`src/rtl/pipe_de_reg_if.sv`:
```
// Decode/execute bundle: decode-side fields (_D) and their registered copies (_E).
interface pipe_de_reg_if #(
  parameter int WIDTH = 32
);
  logic             REG_WRITE_D;
  logic             MEM_TO_REG_D;
  logic             MEM_WRITE_D;
  logic [3:0]       ALU_CONTROL_D;
  logic [1:0]       ALU_SRC_D;
  logic [WIDTH-1:0] RD1_D;
  logic [WIDTH-1:0] RD2_D;
  logic [4:0]       RA1_D;
  logic [4:0]       RA2_D;
  logic [4:0]       RS_D;
  logic [WIDTH-1:0] SIGN_IMM_D;
  logic [2:0]       SHIFT_D;
  logic [4:0]       WRITE_REG_D;

  logic             REG_WRITE_E;
  logic             MEM_TO_REG_E;
  logic             MEM_WRITE_E;
  logic [3:0]       ALU_CONTROL_E;
  logic [1:0]       ALU_SRC_E;
  logic [WIDTH-1:0] RD1_E;
  logic [WIDTH-1:0] RD2_E;
  logic [4:0]       RA1_E;
  logic [4:0]       RA2_E;
  logic [4:0]       RS_E;
  logic [WIDTH-1:0] SIGN_IMM_E;
  logic [2:0]       SHIFT_E;
  logic [4:0]       WRITE_REG_E;

  modport master (
    output REG_WRITE_D, MEM_TO_REG_D, MEM_WRITE_D, ALU_CONTROL_D,
    output ALU_SRC_D, RD1_D, RD2_D, RA1_D, RA2_D, RS_D,
    output SIGN_IMM_D, SHIFT_D, WRITE_REG_D,
    input  REG_WRITE_E, MEM_TO_REG_E, MEM_WRITE_E, ALU_CONTROL_E,
    input  ALU_SRC_E, RD1_E, RD2_E, RA1_E, RA2_E, RS_E,
    input  SIGN_IMM_E, SHIFT_E, WRITE_REG_E
  );

  modport slave (
    input  REG_WRITE_D, MEM_TO_REG_D, MEM_WRITE_D, ALU_CONTROL_D,
    input  ALU_SRC_D, RD1_D, RD2_D, RA1_D, RA2_D, RS_D,
    input  SIGN_IMM_D, SHIFT_D, WRITE_REG_D,
    output REG_WRITE_E, MEM_TO_REG_E, MEM_WRITE_E, ALU_CONTROL_E,
    output ALU_SRC_E, RD1_E, RD2_E, RA1_E, RA2_E, RS_E,
    output SIGN_IMM_E, SHIFT_E, WRITE_REG_E
  );
endinterface

```
`src/rtl/pipe_de_reg.sv`:
```
// Decode-to-execute pipeline register; CLR inserts a bubble.
// PIPE_DE_STALL_EN adds STALL_D to hold the register (CLR still wins).
module pipe_de_reg #(
  parameter int WIDTH = 32
) (
  input  logic CLK,
  input  logic CLR,
`ifdef PIPE_DE_STALL_EN
  input  logic STALL_D,
`endif
  pipe_de_reg_if.slave de
);

  typedef struct packed {
    logic             reg_write;
    logic             mem_to_reg;
    logic             mem_write;
    logic [3:0]       alu_control;
    logic [1:0]       alu_src;
    logic [WIDTH-1:0] rd1;
    logic [WIDTH-1:0] rd2;
    logic [4:0]       ra1;
    logic [4:0]       ra2;
    logic [4:0]       rs;
    logic [WIDTH-1:0] sign_imm;
    logic [2:0]       shift;
    logic [4:0]       write_reg;
  } de_t;

  de_t  de_d;
  de_t  de_q;
  logic load;

`ifdef PIPE_DE_STALL_EN
  assign load = !STALL_D;
`else
  assign load = 1'b1;
`endif

  always_comb begin
    de_d = de_q;
    if (load) begin
      de_d.reg_write   = de.REG_WRITE_D;
      de_d.mem_to_reg  = de.MEM_TO_REG_D;
      de_d.mem_write   = de.MEM_WRITE_D;
      de_d.alu_control = de.ALU_CONTROL_D;
      de_d.alu_src     = de.ALU_SRC_D;
      de_d.rd1         = de.RD1_D;
      de_d.rd2         = de.RD2_D;
      de_d.ra1         = de.RA1_D;
      de_d.ra2         = de.RA2_D;
      de_d.rs          = de.RS_D;
      de_d.sign_imm    = de.SIGN_IMM_D;
      de_d.shift       = de.SHIFT_D;
      de_d.write_reg   = de.WRITE_REG_D;
    end
  end

  always_ff @(posedge CLK) begin
    if (CLR) de_q <= '0;
    else     de_q <= de_d;
  end

  assign de.REG_WRITE_E   = de_q.reg_write;
  assign de.MEM_TO_REG_E  = de_q.mem_to_reg;
  assign de.MEM_WRITE_E   = de_q.mem_write;
  assign de.ALU_CONTROL_E = de_q.alu_control;
  assign de.ALU_SRC_E     = de_q.alu_src;
  assign de.RD1_E         = de_q.rd1;
  assign de.RD2_E         = de_q.rd2;
  assign de.RA1_E         = de_q.ra1;
  assign de.RA2_E         = de_q.ra2;
  assign de.RS_E          = de_q.rs;
  assign de.SIGN_IMM_E    = de_q.sign_imm;
  assign de.SHIFT_E       = de_q.shift;
  assign de.WRITE_REG_E   = de_q.write_reg;

endmodule

```
`src/flat_wrapper.sv`:
```
// flat-port wrapper written by rule: the top's interface ports become plain ports
module pipe_de_reg_flat 
#(
  parameter int WIDTH = 32
)
  (CLK, CLR, de_REG_WRITE_D, de_MEM_TO_REG_D, de_MEM_WRITE_D, de_ALU_CONTROL_D, de_ALU_SRC_D, de_RD1_D, de_RD2_D, de_RA1_D, de_RA2_D, de_RS_D, de_SIGN_IMM_D, de_SHIFT_D, de_WRITE_REG_D, de_REG_WRITE_E, de_MEM_TO_REG_E, de_MEM_WRITE_E, de_ALU_CONTROL_E, de_ALU_SRC_E, de_RD1_E, de_RD2_E, de_RA1_E, de_RA2_E, de_RS_E, de_SIGN_IMM_E, de_SHIFT_E, de_WRITE_REG_E);
  pipe_de_reg_if #(.WIDTH(WIDTH)) de_i ();
  input  logic CLK;
  input  logic CLR;
  input wire logic [$bits(de_i.REG_WRITE_D)-1:0] de_REG_WRITE_D;
  input wire logic [$bits(de_i.MEM_TO_REG_D)-1:0] de_MEM_TO_REG_D;
  input wire logic [$bits(de_i.MEM_WRITE_D)-1:0] de_MEM_WRITE_D;
  input wire logic [$bits(de_i.ALU_CONTROL_D)-1:0] de_ALU_CONTROL_D;
  input wire logic [$bits(de_i.ALU_SRC_D)-1:0] de_ALU_SRC_D;
  input wire logic [$bits(de_i.RD1_D)-1:0] de_RD1_D;
  input wire logic [$bits(de_i.RD2_D)-1:0] de_RD2_D;
  input wire logic [$bits(de_i.RA1_D)-1:0] de_RA1_D;
  input wire logic [$bits(de_i.RA2_D)-1:0] de_RA2_D;
  input wire logic [$bits(de_i.RS_D)-1:0] de_RS_D;
  input wire logic [$bits(de_i.SIGN_IMM_D)-1:0] de_SIGN_IMM_D;
  input wire logic [$bits(de_i.SHIFT_D)-1:0] de_SHIFT_D;
  input wire logic [$bits(de_i.WRITE_REG_D)-1:0] de_WRITE_REG_D;
  output wire logic [$bits(de_i.REG_WRITE_E)-1:0] de_REG_WRITE_E;
  output wire logic [$bits(de_i.MEM_TO_REG_E)-1:0] de_MEM_TO_REG_E;
  output wire logic [$bits(de_i.MEM_WRITE_E)-1:0] de_MEM_WRITE_E;
  output wire logic [$bits(de_i.ALU_CONTROL_E)-1:0] de_ALU_CONTROL_E;
  output wire logic [$bits(de_i.ALU_SRC_E)-1:0] de_ALU_SRC_E;
  output wire logic [$bits(de_i.RD1_E)-1:0] de_RD1_E;
  output wire logic [$bits(de_i.RD2_E)-1:0] de_RD2_E;
  output wire logic [$bits(de_i.RA1_E)-1:0] de_RA1_E;
  output wire logic [$bits(de_i.RA2_E)-1:0] de_RA2_E;
  output wire logic [$bits(de_i.RS_E)-1:0] de_RS_E;
  output wire logic [$bits(de_i.SIGN_IMM_E)-1:0] de_SIGN_IMM_E;
  output wire logic [$bits(de_i.SHIFT_E)-1:0] de_SHIFT_E;
  output wire logic [$bits(de_i.WRITE_REG_E)-1:0] de_WRITE_REG_E;
  assign de_i.REG_WRITE_D = de_REG_WRITE_D;
  assign de_i.MEM_TO_REG_D = de_MEM_TO_REG_D;
  assign de_i.MEM_WRITE_D = de_MEM_WRITE_D;
  assign de_i.ALU_CONTROL_D = de_ALU_CONTROL_D;
  assign de_i.ALU_SRC_D = de_ALU_SRC_D;
  assign de_i.RD1_D = de_RD1_D;
  assign de_i.RD2_D = de_RD2_D;
  assign de_i.RA1_D = de_RA1_D;
  assign de_i.RA2_D = de_RA2_D;
  assign de_i.RS_D = de_RS_D;
  assign de_i.SIGN_IMM_D = de_SIGN_IMM_D;
  assign de_i.SHIFT_D = de_SHIFT_D;
  assign de_i.WRITE_REG_D = de_WRITE_REG_D;
  assign de_REG_WRITE_E = de_i.REG_WRITE_E;
  assign de_MEM_TO_REG_E = de_i.MEM_TO_REG_E;
  assign de_MEM_WRITE_E = de_i.MEM_WRITE_E;
  assign de_ALU_CONTROL_E = de_i.ALU_CONTROL_E;
  assign de_ALU_SRC_E = de_i.ALU_SRC_E;
  assign de_RD1_E = de_i.RD1_E;
  assign de_RD2_E = de_i.RD2_E;
  assign de_RA1_E = de_i.RA1_E;
  assign de_RA2_E = de_i.RA2_E;
  assign de_RS_E = de_i.RS_E;
  assign de_SIGN_IMM_E = de_i.SIGN_IMM_E;
  assign de_SHIFT_E = de_i.SHIFT_E;
  assign de_WRITE_REG_E = de_i.WRITE_REG_E;
  pipe_de_reg #(.WIDTH(WIDTH)) u_core (.CLK(CLK), .CLR(CLR), .de(de_i));
endmodule
```
`config.mk`:
```
export PLATFORM = sky130hd
export DESIGN_NAME = pipe_de_reg_flat
export DESIGN_NICKNAME = d
export VERILOG_FILES = /design/src/rtl/pipe_de_reg_if.sv /design/src/rtl/pipe_de_reg.sv /design/src/flat_wrapper.sv
export SDC_FILE = /design/constraint.sdc
export NUM_CORES = 1
export LEC_CHECK = 0
export BUFFER_PORTS_ARGS = -buffer_cell sky130_fd_sc_hd__buf_2
export CORE_AREA = 2 2 116 84
export CTS_CLUSTER_SIZE = 14
export DETAILED_ROUTE_END_ITERATION = 6
export DIE_AREA = 0 0 118 86
export GPL_ROUTABILITY_DRIVEN = 0
export PLACE_DENSITY_LB_ADDON = 0.08
export SLEW_MARGIN = 20
export SYNTH_ARGS = -nofsm -noshare
export SYNTH_HDL_FRONTEND = slang
export SYNTH_SLANG_ARGS = --single-unit
```
`constraint.sdc`:
```
create_clock -name CLK -period 0.8 [get_ports CLK]
set_clock_uncertainty 0.2 [all_clocks]
set_input_delay 0.08 -clock CLK [delete_from_list [all_inputs] [get_ports CLK]]
set_output_delay 0.08 -clock CLK [all_outputs]
set_load 0.01 [all_outputs]
```
==> results.json <==
{
  "clockBufferDepth": 2,
  "clk_pin_slew_ns": 0.05,
  "htreeDepth": 4,
  "hold_viol": 79,
  "drt_iter0_drc": 114,
  "netlist_area_um2": 3465,
  "violations": "hold timing, setup timing",
  "fin_crit_ns": 1.132,
  "ys_ff_latch": 128,
  "yosysWarningCount": 0,
  "routed_wl_um": 12160,
  "postSynthAreaPerCell_um2": 12.83,
  "slowest_stage": "dfxtp_1",
  "die_x_um": 118,
  "finalCritPeriodShare_pct": 141.5,
  "clock-sinks": 128,
  "wire_per_inst_um": 15.31,
  "path_max_fanout": 1,
  "grt_max_degree": 60,
  "die_area_um2": 10150,
  "core_um2": 8962,
  "layout.nets": 790,
  "crit_path_start_kind": "register",
  "fmax_mhz": 883.2,
  "antenna_found_initial": 0,
  "yosys.area.top_type": "dfxtp_1",
  "drive_gt1_share_pct": 52.09,
  "vias_per_cell": 4.130,
  "ant_nets": 0,
  "ys_types": 5,
  "peakVddDrop_v": 0.002361,
  "port_buffers": 257,
  "cp_slowest_stage_delay_ns": 0.32,
  "num_rows": 29,
  "cts_buffers": 17,
  "grt-ovfl-total": 0,
  "tightestPinTransition_ns": 0.2508,
  "yosysSeqAreaShare_pct": 73.96,
  "synth-edff-count": 0,
  "root_buffer": "clkbuf_16",
  "area_delta_synth_final_pct": 107.6,
  "crit_chain": "buf_2",
  "cp.depth": 1,
  "leakagePower_nw": 3.457,
  "synthCells": 270,
  "hold_path.class": "in -> reg",
  "finalSetupViolCount": 141,
  "hold_depth": 3,
  "netlist_top_cells_count": "dfxtp_1, nor2b_1, buf_4",
  "timing.hold.ws_ns": -0.1164,
  "setup_ws_ns": -0.3322,
  "n_antenna_cell": 0,
  "dr.pass1.iters": 4,
  "holdBufCountCts": 128,
  "crit_family": "flip-flops",
  "relSlewSlack_pct": 83.28,
  "status": "finished, violations left",
  "arrival_ns": 0.85,
  "cts_tree": "built",
  "groute.usage.overall_pct": 21.90,
  "slew_violations": 0,
  "vias": 3279,
  "synth.top_cell.area_share_pct": 73.96,
  "synthFlopType": "dfxtp_1",
  "crit_type": "reg -> out",
  "maxCapViolations": 0,
  "place_hpwl_um": 6266,
  "critPathRequiredTime_ns": 0.52,
  "synth_nets": 400,
  "die_h_um": 86,
  "start_util_pct": 38.66,
  "grt_pass1_vias": 3485,
  "power.total_mw": 16.20,
  "pre_cts_slack_ns": -0.08866,
  "crit_buf_inv": 1,
  "synthTopCellsByArea": "dfxtp_1, nor2b_1, buf_4",
  "grt_pass1_wl_um": 16860,
  "rsz0062_at_grt": "yes",
  "power-per-cell-area_nw_per_um2": 2253,
  "post_cts_buffers": 0,
  "async_reset_ff_share_pct": 0,
  "crit_path_end_kind": "output port",
  "ios": 258,
  "remaining_drc_errors": 0
}
==> power by group <==
| part | leakage, nW | switching [mW] | internal, mW |
|---|---|---|---|
| Combinational | 2.09 | 0.700 | 1.23 |
| Clock | 0.281 | 2.54 | 4.85 |
| Sequential | 1.08 | 0.132 | 6.76 |
| Total | 3.46 | 3.37 | 12.8 |
==> routing by layer <==
layer	vias to the layer above	share of wire, %	global-route usage, %
met5	-	0	0
met4	0	2.3	9.639
met3	22	8.0	9.109
met2	149	56	43.29
met1	1519	33	19.62
li1	1589	-	-
==> area by class of cell <==
class / instances / area, µm²
clock buffer: 23 / 488.0
clock inverter: 6 / 82.58
fill: 538 / 1770
multi-input combinational: 128 / 803.3
sequential: 128 / 2643
tap: 124 / 155.1
timing repair buffer: 385 / 3020
==> cell usage in the layout (no fill, tap or decap) <==
master / netlist / routed
buf_12: 0 / 2
buf_2: 3 / 189
buf_4: 10 / 2
buf_6: 1 / 64
bufinv_16: 0 / 2
clkbuf_1: 0 / 2
clkbuf_16: 0 / 17
clkbuf_8: 0 / 4
clkinv_2: 0 / 3
clkinvlp_4: 0 / 1
dfxtp_1: 128 / 64
dfxtp_2: 0 / 64
dlygate4sd3_1: 0 / 121
dlymetal6s4s_1: 0 / 7
nor2b_1: 128 / 127
nor2b_2: 0 / 1
==> cell families (layout without fill, tap and decap cells) <==
logic type             Yosys count  after routing  synth area share, %
AND/OR/NAND/NOR                128            128                23.11
buffers and inverters           14            414                2.925
flip-flops                     128            128                73.96
==> final timing paths <==
path                           start                           endpoint  slack, ns
min                              CLR  u_core.de.ALU_SRC_E[1]$_SDFF_PP0_      -0.12
max   u_core.de.RD1_E[15]$_SDFF_PP0_                       de_RD1_E[15]      -0.33
==> flip-flops by register name, indices dropped and copies added, names as in the netlist <==
| register | cells |
|---|---|
| u_core.de.RD1_E | 32 |
| u_core.de.RD2_E | 32 |
| u_core.de.SIGN_IMM_E | 32 |
| u_core.de.RA1_E | 5 |
| u_core.de.RA2_E | 5 |
| u_core.de.RS_E | 5 |
| u_core.de.WRITE_REG_E | 5 |
| u_core.de.ALU_CONTROL_E | 4 |
| u_core.de.SHIFT_E | 3 |
| u_core.de.ALU_SRC_E | 2 |
| u_core.de.MEM_TO_REG_E | 1 |
| u_core.de.MEM_WRITE_E | 1 |
| u_core.de.REG_WRITE_E | 1 |
==> metrics by stage <==
| stage | instance area [µm²] | instances | TNS (ns) | utilization (%) | hold slack (ns) |
|---|---|---|---|---|---|
| 3_5_place_dp | 4855 | 640 | -7.840 | 54.17 | 0.09165 |
| 2_1_floorplan | 3465 | 270 | 0 | - | 0.008172 |
| 4_1_cts | 6898 | 797 | -41.17 | 76.96 | -0.1340 |
| 5_1_grt | 7192 | 794 | -42.66 | 80.25 | -0.1111 |
| 6_report | 7192 | 794 | -38.86 | 80.25 | -0.1164 |
| 3_3_place_gp | 4855 | 640 | -6.284 | 54.17 | 0.08727 |
==> repair_timing <==
action | CTS | global route
endpoints found under the setup margin | 128 | 138
pin swaps | 0 | 0
hold endpoints to repair | 128 | 57
gates cloned | 0 | 0
gates resized for setup | 51 | 89
(Power assumes the default switching activity.)
